**src/rtl/onehot_index_if.sv**
```systemverilog
// Valid/ready stream bundle for the one-hot index stage: checked word in, encoded index out.
interface onehot_index_if #(
  parameter int DATA_WIDTH = 6,
  parameter int IDX_W      = $clog2(DATA_WIDTH)
);
  logic                  in_valid;
  logic                  in_ready;
  logic [DATA_WIDTH-1:0] in_data;
  logic                  in_onehot;
  logic                  out_valid;
  logic                  out_ready;
  logic [IDX_W-1:0]      out_index;
  logic                  out_err;

  modport master (
    output in_valid, in_data, in_onehot, out_ready,
    input  in_ready, out_valid, out_index, out_err
  );

  modport slave (
    input  in_valid, in_data, in_onehot, out_ready,
    output in_ready, out_valid, out_index, out_err
  );
endinterface

```
**src/rtl/onehot_index_stage.sv**
```systemverilog
// Encodes checked one-hot words to a bit index, cross-checks the upstream verdict,
// and counts error words; output register plus one skid entry, 1 word/cycle.
module onehot_index_stage #(
  parameter int DATA_WIDTH = 6,
  parameter int CNT_WIDTH  = 8
) (
  input  logic                 clk,
  input  logic                 rst_n,
  onehot_index_if.slave        s,
  input  logic                 clr_count,
  output logic [CNT_WIDTH-1:0] err_count,
  output logic                 mismatch
);
  localparam int IDX_W = $clog2(DATA_WIDTH);

  typedef enum logic [1:0] {EMPTY, ONE, TWO} state_t;

  state_t           state, state_nxt;
  logic             in_ready_q;
  logic [IDX_W-1:0] out_index_q, skid_index;
  logic             out_err_q, skid_err;
  logic             in_xfer, out_xfer;
  logic             load_out, load_skid, skid_to_out;

  logic [IDX_W:0]   pc;
  logic [IDX_W-1:0] idx, enc_idx;
  logic             ok, enc_err;

  assign s.in_ready  = in_ready_q;
  assign s.out_valid = (state != EMPTY);
  assign s.out_index = out_index_q;
  assign s.out_err   = out_err_q;

  assign in_xfer  = s.in_valid & in_ready_q;
  assign out_xfer = s.out_valid & s.out_ready;

  // popcount and bit position in one pass; index only trusted when exactly one bit set
  always_comb begin
    pc  = '0;
    idx = '0;
    for (int i = 0; i < DATA_WIDTH; i++) begin
      pc = pc + {{IDX_W{1'b0}}, s.in_data[i]};
      if (s.in_data[i]) idx = IDX_W'(i);
    end
    ok      = (pc == (IDX_W+1)'(1));
    enc_err = ~s.in_onehot | (s.in_onehot != ok);
    enc_idx = enc_err ? '0 : idx;
  end

  always_ff @(posedge clk or negedge rst_n) begin
    if (!rst_n) state <= EMPTY;
    else        state <= state_nxt;
  end

  always_comb begin
    state_nxt   = state;
    load_out    = 1'b0;
    load_skid   = 1'b0;
    skid_to_out = 1'b0;
    case (state)
      EMPTY: if (in_xfer) begin
        state_nxt = ONE;
        load_out  = 1'b1;
      end
      ONE: begin
        if (in_xfer && out_xfer) begin
          load_out = 1'b1;
        end else if (in_xfer) begin
          state_nxt = TWO;
          load_skid = 1'b1;
        end else if (out_xfer) begin
          state_nxt = EMPTY;
        end
      end
      TWO: if (out_xfer) begin
        state_nxt   = ONE;
        skid_to_out = 1'b1;
      end
      default: state_nxt = EMPTY;
    endcase
  end

  // in_ready comes from a flop so out_ready never reaches it combinationally
  always_ff @(posedge clk or negedge rst_n) begin
    if (!rst_n) begin
      in_ready_q  <= 1'b1;
      out_index_q <= '0;
      out_err_q   <= 1'b0;
      skid_index  <= '0;
      skid_err    <= 1'b0;
    end else begin
      in_ready_q <= (state_nxt != TWO);
      if (load_out) begin
        out_index_q <= enc_idx;
        out_err_q   <= enc_err;
      end else if (skid_to_out) begin
        out_index_q <= skid_index;
        out_err_q   <= skid_err;
      end
      if (load_skid) begin
        skid_index <= enc_idx;
        skid_err   <= enc_err;
      end
    end
  end

  always_ff @(posedge clk or negedge rst_n) begin
    if (!rst_n) begin
      err_count <= '0;
      mismatch  <= 1'b0;
    end else begin
      if (clr_count)
        err_count <= '0;
      else if (out_xfer && out_err_q && (err_count != '1))
        err_count <= err_count + 1'b1;
      if (in_xfer && (s.in_onehot != ok))
        mismatch <= 1'b1;
    end
  end
endmodule

```
**src/flat_wrapper.sv**
```systemverilog
// flat-port wrapper written by rule: the top's interface ports become plain ports
module onehot_index_stage_flat 
#(
  parameter int DATA_WIDTH = 6,
  parameter int CNT_WIDTH  = 8
)
  (clk, rst_n, clr_count, err_count, mismatch, s_in_valid, s_in_data, s_in_onehot, s_out_ready, s_in_ready, s_out_valid, s_out_index, s_out_err);
  onehot_index_if #(.DATA_WIDTH(DATA_WIDTH)) s_i ();
  input  logic clk;
  input  logic rst_n;
  input  logic clr_count;
  output logic [CNT_WIDTH-1:0] err_count;
  output logic mismatch;
  input wire logic [$bits(s_i.in_valid)-1:0] s_in_valid;
  input wire logic [$bits(s_i.in_data)-1:0] s_in_data;
  input wire logic [$bits(s_i.in_onehot)-1:0] s_in_onehot;
  input wire logic [$bits(s_i.out_ready)-1:0] s_out_ready;
  output wire logic [$bits(s_i.in_ready)-1:0] s_in_ready;
  output wire logic [$bits(s_i.out_valid)-1:0] s_out_valid;
  output wire logic [$bits(s_i.out_index)-1:0] s_out_index;
  output wire logic [$bits(s_i.out_err)-1:0] s_out_err;
  assign s_i.in_valid = s_in_valid;
  assign s_i.in_data = s_in_data;
  assign s_i.in_onehot = s_in_onehot;
  assign s_i.out_ready = s_out_ready;
  assign s_in_ready = s_i.in_ready;
  assign s_out_valid = s_i.out_valid;
  assign s_out_index = s_i.out_index;
  assign s_out_err = s_i.out_err;
  onehot_index_stage #(.DATA_WIDTH(DATA_WIDTH), .CNT_WIDTH(CNT_WIDTH)) u_core (.clk(clk), .rst_n(rst_n), .s(s_i), .clr_count(clr_count), .err_count(err_count), .mismatch(mismatch));
endmodule
```
**config.mk**
```make
export PLATFORM = sky130hd
export DESIGN_NAME = onehot_index_stage_flat
export DESIGN_NICKNAME = d
export VERILOG_FILES = /design/src/rtl/onehot_index_if.sv /design/src/rtl/onehot_index_stage.sv /design/src/flat_wrapper.sv
export SDC_FILE = /design/constraint.sdc
export NUM_CORES = 1
export LEC_CHECK = 0
export CAP_MARGIN = 20
export CELL_PAD_IN_SITES_DETAIL_PLACEMENT = 1
export CELL_PAD_IN_SITES_GLOBAL_PLACEMENT = 1
export CORE_ASPECT_RATIO = 1.75
export CORE_MARGIN = 2
export CORE_UTILIZATION = 38
export DETAILED_ROUTE_END_ITERATION = 12
export PLACE_DENSITY = 0.82
export SLEW_MARGIN = 20
export SYNTH_ARGS = -nofsm -noshare
export SYNTH_HDL_FRONTEND = slang
export SYNTH_SLANG_ARGS = --single-unit
export TNS_END_PERCENT = 1
```
**constraint.sdc**
```tcl
create_clock -name clk -period 1.98 [get_ports clk]
set_input_delay 0.198 -clock clk [delete_from_list [all_inputs] [get_ports clk]]
set_output_delay 0.198 -clock clk [all_outputs]
set_load 0.05 [all_outputs]
```
==> results of run 1 <==
## logic make-up (layout without fill, tap and decap cells)
group / count (synthesis) / count (layout) / share of synthesized area, %
AOI/OAI and AO/OA: 20 / 20 / 14.1
buffers and inverters: 17 / 55 / 6.23
muxes: 13 / 13 / 11.5
xor gates and xnor gates: 3 / 3 / 2.18
DFF: 20 / 20 / 41.6
adders and majority gates: 7 / 7 / 9.14
and+or+nand+nor: 31 / 31 / 15.2
## critical path, cell delays in order
cell	delay (ns)
buf_8	0.10
ha_4	0.25
inv_2	0.03
fa_1	0.49
fa_2	0.20
inv_2	0.04
fa_1	0.49
nor3_2	0.05
ha_2	0.18
o2111a_1	0.14
mux2_4	0.26
mux2_4	0.25
## routing by layer
metal | track usage [%] | wire, µm
met5 | 0 | 0
met1 | 20.9 | 1040
met2 | 36.1 | 1750
met3 | 2.30 | 67
met4 | 5.14 | 44
## sequential cells by signal (all words and copies together) (netlist names)
register            cells
u_core.s.in_ready       1
u_core.s.out_err        1
u_core.skid_err         1
u_core.s.out_index      3
u_core.state            2
u_core.err_count        8
u_core.mismatch         1
u_core.skid_index       3
## synth_stat cells, drive strengths merged
cell	instances	area share, %
buf	3	1.9
nand2b	2	1.0
or3	2	1.0
nor3b	1	0.62
o221ai	1	0.73
xor2	1	0.73
o21ai	3	1.2
nand4	2	1.0
nor3	5	2.5
o2111a	1	0.93
o21a	1	0.62
dfstp	1	2.2
a31oi	1	0.52
fa	3	5.0
o22ai	1	0.52
nor2b	1	0.73
nor2	6	1.9
nor4	1	1.8
nand2	5	1.6
ha	4	4.2
and3	1	0.52
mux2i	6	5.0
nand3	3	1.2
a21oi	4	1.7
or2	1	0.52
inv	14	4.4
o211a	1	0.83
dfrtp	19	39
and4	1	0.73
a211oi	1	0.62
a31o	2	1.5
xnor2	2	1.5
a2111oi	1	2.3
mux2	7	6.5
o211ai	2	2.1
a21o	1	0.62
## worst min-delay path by stage
stage,start,cells past startpoint,to,slack (ns)
floorplan,rst_n,0,u_core.err_count[0]$_DFFE_PN0P_,-0.1
CTS,rst_n,2,u_core.err_count[3]$_DFFE_PN0P_,0.28
detailed placement,u_core.mismatch$_DFFE_PN0P_,1,u_core.mismatch$_DFFE_PN0P_,0.47
global placement,u_core.mismatch$_DFFE_PN0P_,1,u_core.mismatch$_DFFE_PN0P_,0.45
finish,rst_n,2,u_core.err_count[3]$_DFFE_PN0P_,0.28
global route,rst_n,2,u_core.err_count[3]$_DFFE_PN0P_,0.30
## final cells by class
class	instances	share of cell area [%]
multi-input cells	74	39.8
repair buffers	37	20.6
flip-flops and latches	20	30.0
well taps	43	3.22
clock buffers	4	3.29
inverters	14	3.14
## power by group
group / total [mW] / leakage (nW) / internal, mW / switching, mW
clock: 0.308 / 0.0288 / 0.177 / 0.131
combinational: 0.668 / 0.440 / 0.277 / 0.391
sequential: 0.545 / 0.257 / 0.480 / 0.0642
total: 1.52 / 0.726 / 0.935 / 0.586
## repair_timing
item	4_1_cts	5_1_grt
setup endpoints to repair	9	9
hold buffers	0	0
pin swaps	7	8
setup buffers	0	0
gates cloned	0	0
gates resized for setup	22	1
## through the flow
step                TNS (ns)  total power, mW  util [%]  std cells
finish                 -3.57             1.52      54.4        192
global route           -4.64             1.62      54.4        192
CTS                    -4.88             1.55      54.3        192
detailed placement     -9.94             1.21      51.5        188
global placement       -9.33             1.19      51.5        188
floorplan              -4.60            0.983         -        111
==> run metrics, run 1 <==
unrepaired setup endpoints after global routing=yes; Die H=78.5 µm; H-tree depth=1; WL/cell=15.1 µm; row cnt=27; Core ar.=3070 µm²; final critical-path required period=2.52 ns; crit-path max FO=3; Worst setup EP type=flop; Cell Area, Synth=1200 µm²; Critical Path End=u_core.s.out_index[1]$_DFFE_PN0P_; total detailed-routing wirelength=2.91 mm; Leak=0.726 nW; GPL Wtd Cong=0.743; flop-to-flop setup slack=0.29 ns; crit path launch type=input port; data required time at the worst endpoint=2.12 ns; commonest non-fill, non-tap cell in the layout=clkdlybuf4s50_1; detailed placement HPWL=2.30 mm; Pins Over Slew Limit=0; first-pass GRT wire length=5.16 mm; Hold Crit Class=in2async; most frequent cells in the layout=clkdlybuf4s50_1 (21), dfrtp_1 (19), buf_4 (12), inv_1 (10); Max transition margin=66.0%; area occupied by registers=502 µm²; power per cell area=909 nW/µm²; Slew @ Worst Pin=0.509 ns; Overflow after GRT=0; Vias/cell=5.16; DR vias=991; Synth Register Bits=20; Fin. Hold Viols=0; status=finished with violations; die area=3650 µm²; TritonCTS Buffers=3; Worst Skew=0.00375 ns; ANT cells=0; clock sinks=20; Clock Latency Late Sink=0.26 ns; Initial DRT Pass Iterations=4; fraction of layout cells with a size suffix above 1=29.5%; R2R Path End=u_core.s.out_index[2]$_DFFE_PN0P_; root buf cell=clkbuf_8; FF-to-FF Start=u_core.s.in_ready$_DFF_PN1_; Yosys warning count=0; post-synthesis sequential area ratio=41.6%; Reg clk slew, reported paths=0.07 ns; maximum clock path buffer count=2; violated checks=setup timing; initial antenna violation count=0; crit share post-route=127%; WS Path Type=in2reg; syn nets=130; final setup fails=9; CTS tree=yes; GRT Util Overall=19.2%; Critical Path Source=s_in_data[1]; Initial Utilization=39.2%; antenna-violating nets left=0; DRT iter0 DRCs=10; DRC viols=0; # nets final=169; area grow syn2layout=38.8%; fmax=396 MHz; Ports=27; Synth Instances=111; vias in the first global route=1147; mean post-synth cell area=10.9 µm²; worst ir drop on vdd=626 µV; Placed Instance Area=1580 µm²; Fillers=338; largest net degree at the start of global routing=21; Die W=46.6 µm; Place WS=-1.22 ns; Max Cap Viol=0; WHS=0.276 ns; multi-input logic area=666 µm²; fin area=1670 µm²; Worst EP arrival=2.67 ns; Unique masters post-synth=41; R2R depth=4; port bufs=26; final worst slack=-0.543 ns
Note: power is estimated with default switching activity, not from simulation.
==> inputs of run 2 (changes only) <==
--- a/config.mk
+++ b/config.mk
@@ -5,7 +5,7 @@
 export SDC_FILE = /design/constraint.sdc
 export NUM_CORES = 1
 export LEC_CHECK = 0
-export CAP_MARGIN = 20
+export CAP_MARGIN = 5
 export CELL_PAD_IN_SITES_DETAIL_PLACEMENT = 1
 export CELL_PAD_IN_SITES_GLOBAL_PLACEMENT = 1
 export CORE_ASPECT_RATIO = 1.75
@@ -13,6 +13,7 @@
 export CORE_UTILIZATION = 38
 export DETAILED_ROUTE_END_ITERATION = 12
 export PLACE_DENSITY = 0.82
+export SKIP_CTS_REPAIR_TIMING = 1
 export SLEW_MARGIN = 20
 export SYNTH_ARGS = -nofsm -noshare
 export SYNTH_HDL_FRONTEND = slang
==> run 2 against run 1 <==
Against the previous run:
- largest cell class unchanged
- maximum frequency shrank 4.2%
- combinational power hardly changed
- non-clock buffer count did not move
- clock power about the same
- design area up 0.45%
- first-iteration DRC count unchanged
- utilization is 0.24 points higher
- count of clock-buffer cells in the layout unchanged
- flip-flop and latch count unchanged
- the flow still finishes with violations (setup timing)
==> run metrics, run 2 (same netlist as run 1, synthesis figures left out) <==
GPL Wtd Cong=0.743; CTS tree=yes; DRT iter0 DRCs=10; Pins Over Slew Limit=0; port bufs=26; Core Util, Final=54.7%; Overflow after GRT=0; Max Used Layer=met4; fin cells=192; Clock Latency Late Sink=0.26 ns; Clock power frac=20.3%; detailed placement HPWL=2.30 mm; power per cell area=907 nW/µm²; H-tree depth=1; WHS=0.276 ns; Max transition margin=66.0%; Hold Crit Class=in2async; P_int=0.936 mW; sequential share of power=35.7%; Reg clk slew, reported paths=0.07 ns; number of flip-flops in the largest register=8; Slowest Stage Delay on Critical Path=0.56 ns; CP max stage cell=fa_1; final critical-path required period=2.63 ns; DRT met1 WL=1.04 mm; crit share post-route=133%; # nets final=169; maximum clock path buffer count=2; crit path launch type=input port; data required time at the worst endpoint=2.13 ns; flop-to-flop setup slack=0.29 ns; Fillers=336; crit-path max FO=3; area grow syn2layout=39.5%; FF-to-FF Start=u_core.s.in_ready$_DFF_PN1_; Worst EP arrival=2.78 ns; status=finished with violations; Initial DRT Pass Iterations=4; fmax=380 MHz; final setup fails=9; Max Cap Viol=0; initial antenna violation count=0; DRC viols=0; row cnt=27; critical path cell sequence=buf_8 -> ha_4 -> inv_2 -> fa_1 -> fa_2 -> inv_2 -> fa_1 -> nor3_2 -> ha_2 -> o2111a_1 -> mux2_4 -> mux2_4; worst ir drop on vdd=625 µV; Initial Utilization=39.2%; dpl cells=188; die area=3650 µm²; most frequent cells in the layout=clkdlybuf4s50_1 (21), dfrtp_1 (19), buf_4 (12), inv_1 (10); Leak=0.741 nW; Vias/cell=5.16; fraction of layout cells with a size suffix above 1=29.5%; DR vias=991; unrepaired setup endpoints after global routing=yes; Sw Pwr=0.588 mW; Worst setup EP type=flop; Sw Ratio=38.6%; GRT Util Overall=18.9%; combinational power share=44.0%; multi-input logic area=666 µm²; Die H=78.5 µm; metal2 WL=1.75 mm; clock sinks=20; violated checks=setup timing; Most flops, register=u_core.err_count; final worst slack=-0.653 ns; Worst Skew=0.00336 ns; TritonCTS Buffers=3; Slew @ Worst Pin=0.509 ns; R2R Path End=u_core.s.out_index[2]$_DFFE_PN0P_; WL/cell=15.2 µm; vias in the first global route=1149; antenna-violating nets left=0; WL met3=67 µm; ANT cells=0; first-pass GRT wire length=5.09 mm; commonest non-fill, non-tap cell in the layout=clkdlybuf4s50_1; R2R depth=4; WS Path Type=in2reg; root buf cell=clkbuf_8; Final TNS setup=-4.69 ns; Fin. Hold Viols=0; Die W=46.6 µm; area occupied by registers=502 µm²; total detailed-routing wirelength=2.91 mm; Core ar.=3070 µm²; Ports=27; largest net degree at the start of global routing=21
-- run 2: power by group through the flow --
stage / combinational [mW] / sequential [mW] / clock (mW)
5_1_grt: 0.727 / 0.555 / 0.343
6_report: 0.670 / 0.545 / 0.309
3_3_place_gp: 0.636 / 0.550 / 0
2_1_floorplan: 0.311 / 0.672 / 0
3_5_place_dp: 0.654 / 0.553 / 0
4_1_cts: 0.658 / 0.545 / 0.323
-- run 2: worst max-delay path by stage --
| stage | slack [ns] | to | cells after the start | startpoint |
|---|---|---|---|---|
| after floorplan | -0.66 | u_core.s.out_index[1]$_DFFE_PN0P_ | 11 | s_in_data[0] |
| after global placement | -1.17 | u_core.s.out_index[1]$_DFFE_PN0P_ | 12 | s_in_data[1] |
| after detailed placement | -1.22 | u_core.s.out_index[1]$_DFFE_PN0P_ | 12 | s_in_data[1] |
| after CTS | -0.95 | u_core.s.out_index[2]$_DFFE_PN0P_ | 12 | s_in_data[1] |
| after global routing | -0.75 | u_core.s.out_index[1]$_DFFE_PN0P_ | 12 | s_in_data[1] |
| final | -0.65 | u_core.s.out_index[1]$_DFFE_PN0P_ | 12 | s_in_data[1] |
-- run 2: layer usage --
layer	vias to the layer above	global-route usage, %
met5	-	0
met4	0	5.14
met3	5	2.30
met2	23	35.8
met1	499	20.1
li1	464	-
-- run 2: through the flow --
step                instance area (µm²)  power [mW]  setup WS, ns
floorplan                          1210       0.983        -0.664
global placement                   1580        1.19         -1.17
detailed placement                 1580        1.21         -1.22
CTS                                1640        1.53        -0.947
global route                       1680        1.62        -0.753
finish                             1680        1.52        -0.653
-- run 2: final cells by class --
cell class / instances / share of cell area [%]
multi-input combinational: 74 / 39.6
clock buffer: 4 / 3.28
tap: 43 / 3.20
inverter: 14 / 3.13
timing repair buffer: 37 / 20.9
sequential: 20 / 29.9
-- run 2: worst max-delay path, delay by kind of cell --
kind	cells	cell delay, ns
fa+ha+maj	5	1.71
compound gates	1	0.13
buf+inv	3	0.17
simple gates	1	0.06
mux	2	0.51
==> inputs of run 3 (changes only) <==
--- a/config.mk
+++ b/config.mk
@@ -13,7 +13,6 @@
 export CORE_UTILIZATION = 38
 export DETAILED_ROUTE_END_ITERATION = 12
 export PLACE_DENSITY = 0.82
-export SKIP_CTS_REPAIR_TIMING = 1
 export SLEW_MARGIN = 20
 export SYNTH_ARGS = -nofsm -noshare
 export SYNTH_HDL_FRONTEND = slang
==> results of run 3 <==
Same layout as run 1: the final DEF is identical, and so are final timing and power.
